**src/rtl/ser2par_reg.sv**
```systemverilog
// Serial-to-parallel register stage: shifts in one bit per accepted cycle and
// presents each WIDTH-bit word through a one-entry valid/ready output register.
//
// Ports:
//   clk      rising-edge clock
//   rst      synchronous active-high reset
//   a        serial data bit
//   a_valid  a holds a bit to accept
//   a_ready  stage can accept a bit this cycle (combinational)
//   s        assembled parallel word
//   s_valid  s holds a complete word
//   s_ready  downstream consumes s this cycle
//   cnt      bits accepted into the current partial word
module ser2par_reg #(
    parameter int unsigned WIDTH     = 8,
    parameter bit          MSB_FIRST = 1'b1,
    localparam int unsigned CW       = $clog2(WIDTH)
) (
    input  logic             clk,
    input  logic             rst,
    input  logic             a,
    input  logic             a_valid,
    output logic             a_ready,
    output logic [WIDTH-1:0] s,
    output logic             s_valid,
    input  logic             s_ready,
    output logic [CW-1:0]    cnt
);

    localparam logic [CW-1:0] LAST = CW'(WIDTH - 1);

    logic [WIDTH-1:0] sh_q, sh_d;
    logic [WIDTH-1:0] s_q, s_d;
    logic             sv_q, sv_d;
    logic [CW-1:0]    cnt_q, cnt_d;

    logic [WIDTH-1:0] sh_nxt;
    logic             last;
    logic             accept;
    logic             drain;

    assign last    = (cnt_q == LAST);
    // Only the word-completing bit can stall, and only on a full,
    // undrained output slot.
    assign a_ready = !last || !sv_q || s_ready;
    assign accept  = a_valid && a_ready;
    assign drain   = sv_q && s_ready;

    always_comb begin
        if (MSB_FIRST) begin
            sh_nxt = {sh_q[WIDTH-2:0], a};
        end else begin
            sh_nxt = {a, sh_q[WIDTH-1:1]};
        end
    end

    always_comb begin
        sh_d  = sh_q;
        cnt_d = cnt_q;
        s_d   = s_q;
        sv_d  = sv_q;
        if (drain) begin
            sv_d = 1'b0;
        end
        // A load on the same edge as a drain wins, keeping s_valid high.
        if (accept) begin
            sh_d = sh_nxt;
            if (last) begin
                cnt_d = '0;
                s_d   = sh_nxt;
                sv_d  = 1'b1;
            end else begin
                cnt_d = cnt_q + CW'(1);
            end
        end
    end

    always_ff @(posedge clk) begin
        if (rst) begin
            sh_q  <= '0;
            cnt_q <= '0;
            s_q   <= '0;
            sv_q  <= 1'b0;
        end else begin
            sh_q  <= sh_d;
            cnt_q <= cnt_d;
            s_q   <= s_d;
            sv_q  <= sv_d;
        end
    end

    assign s       = s_q;
    assign s_valid = sv_q;
    assign cnt     = cnt_q;

endmodule

```
**config.mk**
```make
export PLATFORM = sky130hd
export DESIGN_NAME = ser2par_reg
export DESIGN_NICKNAME = d
export VERILOG_FILES = /design/src/rtl/ser2par_reg.sv
export SDC_FILE = /design/constraint.sdc
export NUM_CORES = 1
export LEC_CHECK = 0
export ABC_AREA = 1
export CAP_MARGIN = 25
export CORE_ASPECT_RATIO = 0.9
export CORE_MARGIN = 5
export CORE_UTILIZATION = 43
export CTS_CLUSTER_SIZE = 16
export DETAILED_ROUTE_END_ITERATION = 12
export PLACE_DENSITY = 0.71
export RECOVER_POWER = 25
export SKIP_CTS_REPAIR_TIMING = 1
export SLEW_MARGIN = 20
export SYNTH_ARGS = -nofsm -noshare
export SYNTH_HDL_FRONTEND = slang
export SYNTH_SLANG_ARGS = --single-unit
```
**constraint.sdc**
```tcl
create_clock -name clk -period 1.5 [get_ports clk]
set_clock_uncertainty 0.15 [all_clocks]
set_input_delay 0.225 -clock clk [delete_from_list [all_inputs] [get_ports clk]]
set_output_delay 0.225 -clock clk [all_outputs]
set_load 0.005 [all_outputs]
```
Word-level counts from Yosys, hierarchy flattened
Cells that the tools add are included.
Cells by class
  multiply operators: 0
  shift-type cells: 0
  add/subtract/negate cells: 1
  $lt $le $gt $ge: 0
  multiplexer cells: 4
  equal/unequal tests: 1
  reductions and logical operators: 7
  div/mod/pow operators: 0
  bitwise gates (word level): 0
Operators by type and width (number)
  adder 3 x 1 -> 3 bit, second input constant: 1
  equality test 3 bit, second input constant: 1
  2-to-1 mux 1 bit: 3
  2-to-1 mux 3 bit: 1
  logical AND 1 bit: 2
  logical NOT 1 bit: 2
  logical OR 1 bit: 2
  AND reduction 2 bit: 1
Word-level totals
  RAM bits: 0
  input bits: 5
  bits in latches: 0
  ROM bits: 0
  bits in registers: 19
  memories kept: 0

Logic depth before layout (Yosys ltp)
  word-level depth: 6
  gate-level depth with buffers: 8
  mapped depth without buffers: 7

Least setup slack after synthesis
Ideal clock, no wire load.
  kind: register to register
  start: register cnt_q[0] (netlist: cnt[0])
  end: register cnt_q[0] (netlist: cnt[0])
  library setup time: 115 ps
  path buffers: 1
  stages on the path, launching flop included: 8
  arrival: 1209 ps
  slack: 26 ps
  cells stage by stage: dfxtp_1 ha_1 ha_1 buf_6 nand3_4 nand2_4 o21ai_0 inv_1
Between the ends
  cells in the longest elaborated chain, start to end: 5
  elaborated cells between the ends (all ways): 7
Ends and longest elaborated chain
  start, declared: RTL line 35  | logic [CW-1:0] cnt_q, cnt_d;
  start signal, assigned: RTL line 86  | cnt_q <= cnt_d;
  equality test 3 bit: RTL line 42  | assign last = (cnt_q == LAST);
  logical NOT 1 bit: RTL line 45  | assign a_ready = !last || !sv_q || s_ready;
  logical OR 1 bit (2 in series): RTL line 45
  net a_ready: RTL line 23  | output logic a_ready,
  logical AND 1 bit: RTL line 46  | assign accept = a_valid && a_ready;
The timed path passes the listed nets, and every way through them passes these cells.
A chain may end at the register's enable or synchronous reset.

Worst setup path in the final report
  start: register cnt_q[0] (netlist: cnt[0])
  end: output port a_ready
Between the ends
  cells in the longest elaborated chain, start to end: 4
Ends and longest elaborated chain (RTL line)
  equality test 3 bit: 42
  logical NOT 1 bit: 45
  logical OR 1 bit (2 in series): 45
  end, declared: 23
No other way between the ends.

==> summary.md <==
| Metric | Value |
|---|---|
| Status | complete, but fails checks |
| Failing checks | setup timing |
| Mean post-synth cell area | 7.441 sq um |
| Mapped Cells | 114 |
| # IOs | 18 |
| Gpl congestion | 0.7604 |
| Most frequent cells after synthesis | nand2_1, dfxtp_1, inv_1, nor2_1, a21oi_1 |
| Fmax | 632.8 MHz |
| Die W | 56.82 um |
| Clock power share | 29.9% |
| Switching power as a share of total power | 23.58% |
| Crit Path Max Fanout | 2 |
| Maximum vdd drop | 0.0007388 V |
| Area of the multi-input gates | 392.9 sq um |
| Flop pwr share | 60.6% |
| Mapped Nets | 121 |
| Leak | 0.7181 nW |
| DRC viols | 0 |
| Sequential fraction of the synthesis area | 44.84% |
| Starting Density | 44.75% |
| Vias | 765 |
| Area Overhead vs Synth | 42.77% |
| Final Hold Fails | 0 |
| Hold/Removal Path Class | flip-flop to flip-flop |
| Worst setup path category | flip-flop to output pin |
| First-pass GRT wire length | 2746 um |
| Synth top area share | 44.84% |
| Synth top area cells | dfxtp_1, nand2_1, inv_1 |
| Crit end category | output pin |
| Placed cells | 159 |
| Total wire length | 1740 um |
| Final setup margin | -0.08031 ns |
| Slew at the pin closest to its max-slew limit | 0.3002 ns |
| Largest net degree at the start of global routing | 17 |
| Most numerous cell in the Yosys netlist | nand2_1 |
| Hpwl dp | 1229 um |
| Slew Viols, Final | 0 |
| Initial drt markers | 11 |
| Dominant cell type by area after synthesis | dfxtp_1 |
| Req. time, crit path | 1.12 ns |
| Post-layout utilization of the core | 63.89% |
| Die Area | 2962 sq um |
| Pre-CTS setup slack | -0.2472 ns |
| Clk sink count | 19 |
| Share of cells above drive strength 1 | 24.29% |
| Period utilization | 105.4% |
| Pre-antenna DRT Iters | 4 |
| Slew headroom | 79.92% |
| CTS tree | yes |
| Max_cap viols | 0 |
| Combinational share of power | 9.5% |
| Worst skew pair latency | 0.30 ns |
| WP buf/inv | 1 |
| Wire per inst | 10.55 um |
| Die height | 52.14 um |
| Yosys reg bits | 19 |
| FF/Latch Area | 397.9 sq um |
| Asr flop ratio synth | 0% |
| Final setup vio count | 1 |
| # fillers | 168 |
| Final nets | 148 |
| CTS Buf Count | 3 |
| Psw | 0.2008 mW |
| Clock H-tree levels | 1 |
| Placed inst area | 1086 sq um |
| PwrDens | 703.0 nW/um^2 |
| Antenna cells | 0 |
| Nature of the critical path startpoint | flip-flop |
| GRT Total Usage | 12.01% |
| Ys flop type | dfxtp_1 |
| Initial antenna violation count | 0 |
| Core area | 1896 sq um |
| Final min period | 1.580 ns |
| RSZ-0062 raised after global routing | yes |
| Antenna viol nets, final | 0 |
| Post-Layout Cell Count | 165 |
| CP top delay family | adder cells |
| GRT Residual Overflow | 0 |
| Clk buf depth | 2 |
| CP arrival | 1.21 ns |
| Vias in the first global route | 658 |
| Count of different cell masters after synthesis | 16 |
| IO buf count | 17 |
| Root buf cell | clkbuf_4 |
| CTS clk-pin slew, worst paths | 0.09 ns |
| Syn. warnings | 0 |
| Internal power | 0.6506 mW |
| Post-DR vias/cell | 4.636 |
| Row cnt | 15 |
| Hold slack | 0.3162 ns |
| Number of synthesized flops with an enable pin | 0 |
| Highest-delay cell along the critical path | dfxtp_2 |
| Synth Cell Area | 848.3 sq um |
| Crit-path cells | ha_1 > ha_2 > nand3_4 > dlymetal6s2s_1 |
| Post-Layout Inst Area | 1211 sq um |
| Max stage delay on crit path | 0.34 ns |
stage by stage:
step	total power [mW]	TNS, ns
after floorplan	0.5646	0
after global placement	0.6036	-0.8999
after detailed placement	0.6065	-1.270
after CTS	0.8575	-1.615
after global routing	0.8939	-0.2439
final	0.8514	-0.08031
cell type report:
| type | instances | share of cell area (%) |
|---|---|---|
| Clock buffer | 3 | 1.860 |
| Clock inverter | 1 | 0.4132 |
| Inverter | 19 | 5.888 |
| Multi-Input combinational cell | 71 | 32.44 |
| Sequential cell | 19 | 32.85 |
| Tap cell | 25 | 2.583 |
| Timing Repair Buffer | 27 | 23.97 |
placed cells by master, fill, tap and decap left out, drive strengths merged, types with 2 or more instances in the layout:
cell type       n
a21oi          10
buf            10
clkbuf          3
clkdlybuf4s50   4
dfxtp          19
dlymetal6s2s   13
ha              2
inv            19
nand2          30
nand3          12
nand4           5
nor2           11
path summary, 6_finish.rpt:
| kind | from | to | slack, ns | cells after the start |
|---|---|---|---|---|
| worst max-delay path | cnt[0] | a_ready | -0.08 | 4 |
| worst min-delay path | sh_q[6] | sh_q[6] | 0.32 | 2 |
| worst max register to register | cnt[0] | cnt[0] | 0.02 | 7 |
| worst min register to register | sh_q[6] | sh_q[6] | 0.32 | 2 |
registers in the layout, indices dropped and copies added (netlist names):
register  count
s_valid       1
sh_q          7
s             8
cnt           3
power by group through the flow:
stage	combinational (mW)	clock [mW]	sequential (mW)
2_1_floorplan	0.0357	0	0.529
3_3_place_gp	0.0756	0	0.528
3_5_place_dp	0.0781	0	0.528
4_1_cts	0.0785	0.262	0.517
5_1_grt	0.0890	0.289	0.516
6_report	0.0808	0.255	0.516
kinds of logic (layout without fill, tap and decap cells):
family,count (synthesis),in the layout,synth area share [%]
flops,19,19,44.84
fa+ha+maj,2,2,2.949
buf+inv,25,50,13.57
compound gates,11,11,6.489
simple gates,57,58,32.15
layer usage:
metal	part of all wire (%)	routed length (um)	global-route usage [%]
met5	0	0	0
met4	0.52	9	1.158
met3	6.0	105	5.459
met2	48	829	21.92
met1	46	796	13.35
worst min-delay path, delay by kind of cell (launching register included):
family	cells	cell delay, ns
AO/OA/AOI/OAI	1	0.05
flip-flops	1	0.32
AND/OR/NAND/NOR	1	0.06
Power figures use the tool's default switching activity.
